**src/rtl/sys_bus_responder.sv**
```systemverilog
// CPU-side register block: ID/scratch regs, optional timer (SYS_RESP_TIMER_EN), 4-deep push FIFO.
// Latency: reads are combinational; writes, timer updates and FIFO push/pop land on the next clk edge.
// Backpressure: FIFO output is valid/ready; a push while full with no pop is dropped and sets overflow.
module sys_bus_responder (
    input  logic        clk,
    input  logic        rst,
    input  logic [31:0] sys_r_addr,
    input  logic [31:0] sys_w_addr,
    input  logic [31:0] sys_w_line,
    input  logic        sys_read,
    input  logic        sys_write,
    output logic [31:0] sys_r_line,
    output logic [31:0] out_data,
    output logic        out_valid,
    input  logic        out_ready,
    output logic        irq
);

    typedef enum logic [2:0] {
        R_ID, R_SCRATCH, R_TIMER, R_TCTRL, R_TCMP, R_FDATA, R_FSTAT, R_NONE
    } reg_e;

    // Only the low 256-byte page decodes; the byte lane bits are don't-care.
    function automatic reg_e decode(input logic [31:0] addr);
        reg_e sel;
        sel = R_NONE;
        if (addr[31:8] == 24'd0) begin
            casez (addr[7:0])
                8'b000000??: sel = R_ID;
                8'b000001??: sel = R_SCRATCH;
                8'b000010??: sel = R_TIMER;
                8'b000011??: sel = R_TCTRL;
                8'b000100??: sel = R_TCMP;
                8'b000101??: sel = R_FDATA;
                8'b000110??: sel = R_FSTAT;
                default:     sel = R_NONE;
            endcase
        end
        return sel;
    endfunction

    reg_e r_sel;
    reg_e w_sel;

    logic [31:0] scratch_q, scratch_d;
    logic [31:0] timer_q,   timer_d;
    logic [31:0] tcmp_q,    tcmp_d;
    logic [3:0]  tctrl_q,   tctrl_d;   // {irq_en, flag, autoreload, enable}
    logic        irq_q,     irq_d;

    logic [31:0] mem_q [4];
    logic [31:0] mem_d [4];
    logic [1:0]  wr_ptr_q, wr_ptr_d;
    logic [1:0]  rd_ptr_q, rd_ptr_d;
    logic [2:0]  count_q,  count_d;
    logic        ovf_q,    ovf_d;

    logic fifo_full;
    logic fifo_empty;
    logic push;
    logic pop;
    logic accept;

    always_comb begin
        r_sel = sys_read  ? decode(sys_r_addr) : R_NONE;
        w_sel = sys_write ? decode(sys_w_addr) : R_NONE;
    end

    always_comb begin
        sys_r_line = 32'd0;
        case (r_sel)
            R_ID:      sys_r_line = 32'h4350_5533;
            R_SCRATCH: sys_r_line = scratch_q;
            R_TIMER:   sys_r_line = timer_q;
            R_TCTRL:   sys_r_line = {28'd0, tctrl_q};
            R_TCMP:    sys_r_line = tcmp_q;
            R_FSTAT:   sys_r_line = {26'd0, ovf_q, fifo_empty, fifo_full, count_q};
            default:   sys_r_line = 32'd0;
        endcase
    end

    always_comb begin
        scratch_d = scratch_q;
        if (w_sel == R_SCRATCH) begin
            scratch_d = sys_w_line;
        end
    end

`ifdef SYS_RESP_TIMER_EN
    logic match;

    always_comb begin
        timer_d = timer_q;
        tcmp_d  = tcmp_q;
        tctrl_d = tctrl_q;
        irq_d   = tctrl_q[2] & tctrl_q[3];
        match   = tctrl_q[0] && (timer_q == tcmp_q);

        if (tctrl_q[0]) begin
            timer_d = (match && tctrl_q[1]) ? 32'd0 : timer_q + 32'd1;
        end
        // CPU write beats both increment and reload.
        if (w_sel == R_TIMER) begin
            timer_d = sys_w_line;
        end
        if (w_sel == R_TCMP) begin
            tcmp_d = sys_w_line;
        end
        if (w_sel == R_TCTRL) begin
            tctrl_d[0] = sys_w_line[0];
            tctrl_d[1] = sys_w_line[1];
            tctrl_d[3] = sys_w_line[3];
            if (sys_w_line[2]) begin
                tctrl_d[2] = 1'b0;
            end
        end
        // Hardware set is applied last so it wins over a same-cycle clear.
        if (match) begin
            tctrl_d[2] = 1'b1;
        end
    end
`else
    always_comb begin
        timer_d = 32'd0;
        tcmp_d  = 32'd0;
        tctrl_d = 4'd0;
        irq_d   = 1'b0;
    end
`endif

    always_comb begin
        fifo_full  = (count_q == 3'd4);
        fifo_empty = (count_q == 3'd0);
        push       = (w_sel == R_FDATA);
        pop        = !fifo_empty && out_ready;
        accept     = push && (!fifo_full || pop);

        mem_d    = mem_q;
        wr_ptr_d = wr_ptr_q;
        rd_ptr_d = rd_ptr_q;
        ovf_d    = ovf_q;

        if (accept) begin
            mem_d[wr_ptr_q] = sys_w_line;
            wr_ptr_d        = wr_ptr_q + 2'd1;
        end
        if (pop) begin
            rd_ptr_d = rd_ptr_q + 2'd1;
        end
        count_d = count_q + {2'd0, accept} - {2'd0, pop};

        if ((w_sel == R_FSTAT) && sys_w_line[5]) begin
            ovf_d = 1'b0;
        end
        if (push && fifo_full && !pop) begin
            ovf_d = 1'b1;
        end
    end

    always_ff @(posedge clk or negedge rst) begin
        if (!rst) begin
            scratch_q <= 32'd0;
            timer_q   <= 32'd0;
            tcmp_q    <= 32'd0;
            tctrl_q   <= 4'd0;
            irq_q     <= 1'b0;
            mem_q     <= '{default: 32'd0};
            wr_ptr_q  <= 2'd0;
            rd_ptr_q  <= 2'd0;
            count_q   <= 3'd0;
            ovf_q     <= 1'b0;
        end else begin
            scratch_q <= scratch_d;
            timer_q   <= timer_d;
            tcmp_q    <= tcmp_d;
            tctrl_q   <= tctrl_d;
            irq_q     <= irq_d;
            mem_q     <= mem_d;
            wr_ptr_q  <= wr_ptr_d;
            rd_ptr_q  <= rd_ptr_d;
            count_q   <= count_d;
            ovf_q     <= ovf_d;
        end
    end

    assign out_valid = !fifo_empty;
    assign out_data  = mem_q[rd_ptr_q];
    assign irq       = irq_q;

endmodule
```
**config.mk**
```make
export PLATFORM = sky130hd
export DESIGN_NAME = sys_bus_responder
export DESIGN_NICKNAME = d
export VERILOG_FILES = /design/src/rtl/sys_bus_responder.sv
export SDC_FILE = /design/constraint.sdc
export NUM_CORES = 1
export LEC_CHECK = 0
export CAP_MARGIN = 20
export CORE_MARGIN = 2
export CORE_UTILIZATION = 50
export DETAILED_ROUTE_END_ITERATION = 8
export GPL_TIMING_DRIVEN = 0
export PLACE_DENSITY = 0.79
export REMOVE_ABC_BUFFERS = 1
export SLEW_MARGIN = 20
export SYNTH_ARGS = -nofsm -noshare
export SYNTH_HDL_FRONTEND = slang
export SYNTH_SLANG_ARGS = --single-unit
```
**constraint.sdc**
```tcl
create_clock -name clk -period 7.8 [get_ports clk]
set_clock_uncertainty 0.05 [all_clocks]
set_input_delay 1.17 -clock clk [delete_from_list [all_inputs] [get_ports clk]]
set_output_delay 1.17 -clock clk [all_outputs]
set_load 0.03 [all_outputs]
```
==> impl_metrics.yaml <==
global_route:
  grt_usage: 0.2242
  grt_pass1_vias: 5374
  antenna_found_initial: 0
  overflow: 0
  grt_max_degree: 87
  grt_pass1_wl_mm: 28.30
critical_path:
  setup.worst_path.end_class: "output port"
  regToRegStartpoint: "count_q[1]"
  critPathMaxFanout: 13
  r2r-end: "count_q[2]"
  start_kind: "primary input"
  setup.worst_path.class: "primary input to output port"
  path_buf_inv: 2
  critPathMostFrequentCell: "clkdlybuf4s50_1"
  required_ns: 6.58
  rr_worst_depth: 9
  critPathTopFamily: "simple AND/OR/NAND/NOR gates"
  critPathMaxStageDelay_ns: 0.83
  crit_chain: "clkdlybuf4s50_1 > nor4b_1 > nand3_1 > or4_1 > o2bb2ai_1 > clkdlybuf4s50_1"
  arrival_ns: 4.04
  cp_slowest_cell: "or4_1"
  reg2reg_slack_ns: 5.13
synthesis:
  synth-warning-count: 0
  ys_seq_elements: 168
  synth.avg_cell_area_um2: 15.84
  netlist.area_leader.share: 0.5298
  ys.flop_type: "dfrtp_1"
  yosysSeqAreaShare: 0.5298
  synthCells: 501
  synth_enable_flop_cells: 0
  synth_area_leader_cell: "dfrtp_1"
  yosys.cell_types.count: 43
  netlist_area_mm2: 0.007935
  async_reset_ff_frac: 1.000
  yosys-top-cells-area: "dfrtp_1 (53%), mux2_2 (17%), mux4_2 (9.1%)"
drt:
  first_iter_violations: 155
  vias: 4883
  ant_nets: 0
  firstDrtPassIters: 5
  wire_per_inst_um: 19.60
  drc_errors: 0
  via_per_inst: 5.420
  drt_wl_total_mm: 17.66
power:
  p_leak_uw: 0.004772
  power_uw: 1731
  p_per_area_mw_per_mm2: 165.3
  ir_drop_uv: 153.4
sta:
  setup_viol: 0
  fin_crit_ns: 5.257
  fin_crit_sh: 0.6740
  maxSlewViolCount: 0
  rsz0062_at_grt: "no"
  worst_slew_pin_slew_ns: 0.7770
  hold_viol: 0
  setup_slack_ns: 2.543
  fin_hold_ws_ns: 0.4320
  max_slew_margin: 0.4777
  fmax_ghz: 0.1902
floorplan:
  core-area_mm2: 0.01571
  die_area_mm2: 0.01689
  rows: 46
  die_h_um: 130.0
  io_pins: 167
  start_util: 0.5050
  die_x_um: 130.0
cts:
  cts_resized: 0
  cts-root-buf: "clkbuf_16"
  insertion_delay_ns: 0.42
  h-tree-depth: 4
  clockBufferDepth: 2
  tritoncts: "built"
  post_cts_buffers: 0
  cts.sinks: 168
  cts_hold_buf: 0
  cts.clk_slew.worst_paths_ns: 0.05
  numCtsBuffers: 17
place:
  gp_congestion: 0.7916
  dp_hpwl_mm: 12.54
  dp_slack_ns: 2.303
  portBuffers: 161
finish:
  post-route-util: 0.6661
  layout_commonest_cell: "dfrtp_1"
  syn_to_final_growth_pct: 31.90
  fill_cells: 1129
  nets: 780
  insertedDiodeCount: 0
  most-common-layout-cells: "dfrtp_1 (166), clkdlybuf4s50_1 (160), mux2_2 (122)"
  final_layout_size_suffix_gt1_frac: 0.3635
flow_run:
  drv_cap: 0
worst_hold_path:
  hold_class: "flop to flop"
  min_path_cells: 1
  holdPathEnd: "mem_q[119]"
  holdCritStartpoint: "mem_q[119]"
run_status:
  outcome: "finished, final reports clean"
-- where the power goes --
part / internal [uW] / switching (uW) / total, uW
logic: 49.0 / 39.9 / 88.9
registers: 872 / 0.000130 / 872
clock network: 446 / 324 / 770
-- cell type report --
| cell class | instances | area (um^2) | area share |
|---|---|---|---|
| clock inverters | 8 | 73.82 | 0.007053 |
| multi-input cells | 299 | 3490 | 0.3334 |
| well taps | 216 | 270.3 | 0.02582 |
| flip-flops and latches | 168 | 4209 | 0.4022 |
| clock buffers | 24 | 461.7 | 0.04411 |
| repair buffers | 180 | 1939 | 0.1853 |
| inverters | 6 | 22.52 | 0.002152 |
-- cells in the mapped netlist (3+ instances only) --
master and count:
nor4_4 4, nand3_1 3, nor3_4 4, buf_6 12
buf_2 3, mux4_2 32, mux2_1 9, clkbuf_1 9
nand2_1 7, and2_1 18, mux2_2 122, nor4_1 10
xnor2_1 4, dfrtp_1 168, nor2_1 24, buf_8 3
ha_1 6, mux2_4 30, o2bb2ai_1 4, inv_1 6
-- registers in the layout, indices dropped and copies added (netlist names) --
name       count
scratch_q     32
rd_ptr_q       2
ovf_q          1
count_q        3
mem_q        128
wr_ptr_q       2
-- how the worst max path moves through the flow --
stage,from,slack [ns],cells past startpoint,end
2_1_floorplan,sys_w_addr[19],3.71,4,scratch_q[0]
3_3_place_gp,rst,-0.85,1,mem_q[117]
3_5_place_dp,sys_r_addr[5],2.30,6,sys_r_line[3]
4_1_cts,sys_r_addr[5],2.29,6,sys_r_line[3]
5_1_grt,sys_r_addr[5],2.34,6,sys_r_line[4]
6_report,sys_r_addr[5],2.54,6,sys_r_line[5]
-- cell families after synthesis --
kind of cell / after synthesis / share of synthesized area
simple gates: 86 / 0.07837
fa+ha+maj: 7 / 0.01198
buf+inv: 34 / 0.03264
mux: 193 / 0.3335
xor+xnor: 5 / 0.005519
compound gates: 7 / 0.007726
flops: 168 / 0.5298
other cells: 1 / 0.0004726
-- routing by layer --
metal,vias to the layer above,share of wire,global-route usage
li1,2187,-,-
met1,2564,0.42,0.2831
met2,102,0.51,0.3856
met3,30,0.041,0.04797
met4,0,0.019,0.07906
met5,-,0,0
-- through the flow --
| step | cells | instance area (um^2) | TNS (ns) |
|---|---|---|---|
| 2_1_floorplan | 473 | 7699 | 0 |
| 3_3_place_gp | 850 | 9580 | -139.76 |
| 3_5_place_dp | 869 | 9922 | 0 |
| 4_1_cts | 901 | 10460 | 0 |
| 5_1_grt | 901 | 10470 | 0 |
| 6_report | 901 | 10470 | 0 |
No activity file was read; power rests on OpenSTA's default activity.
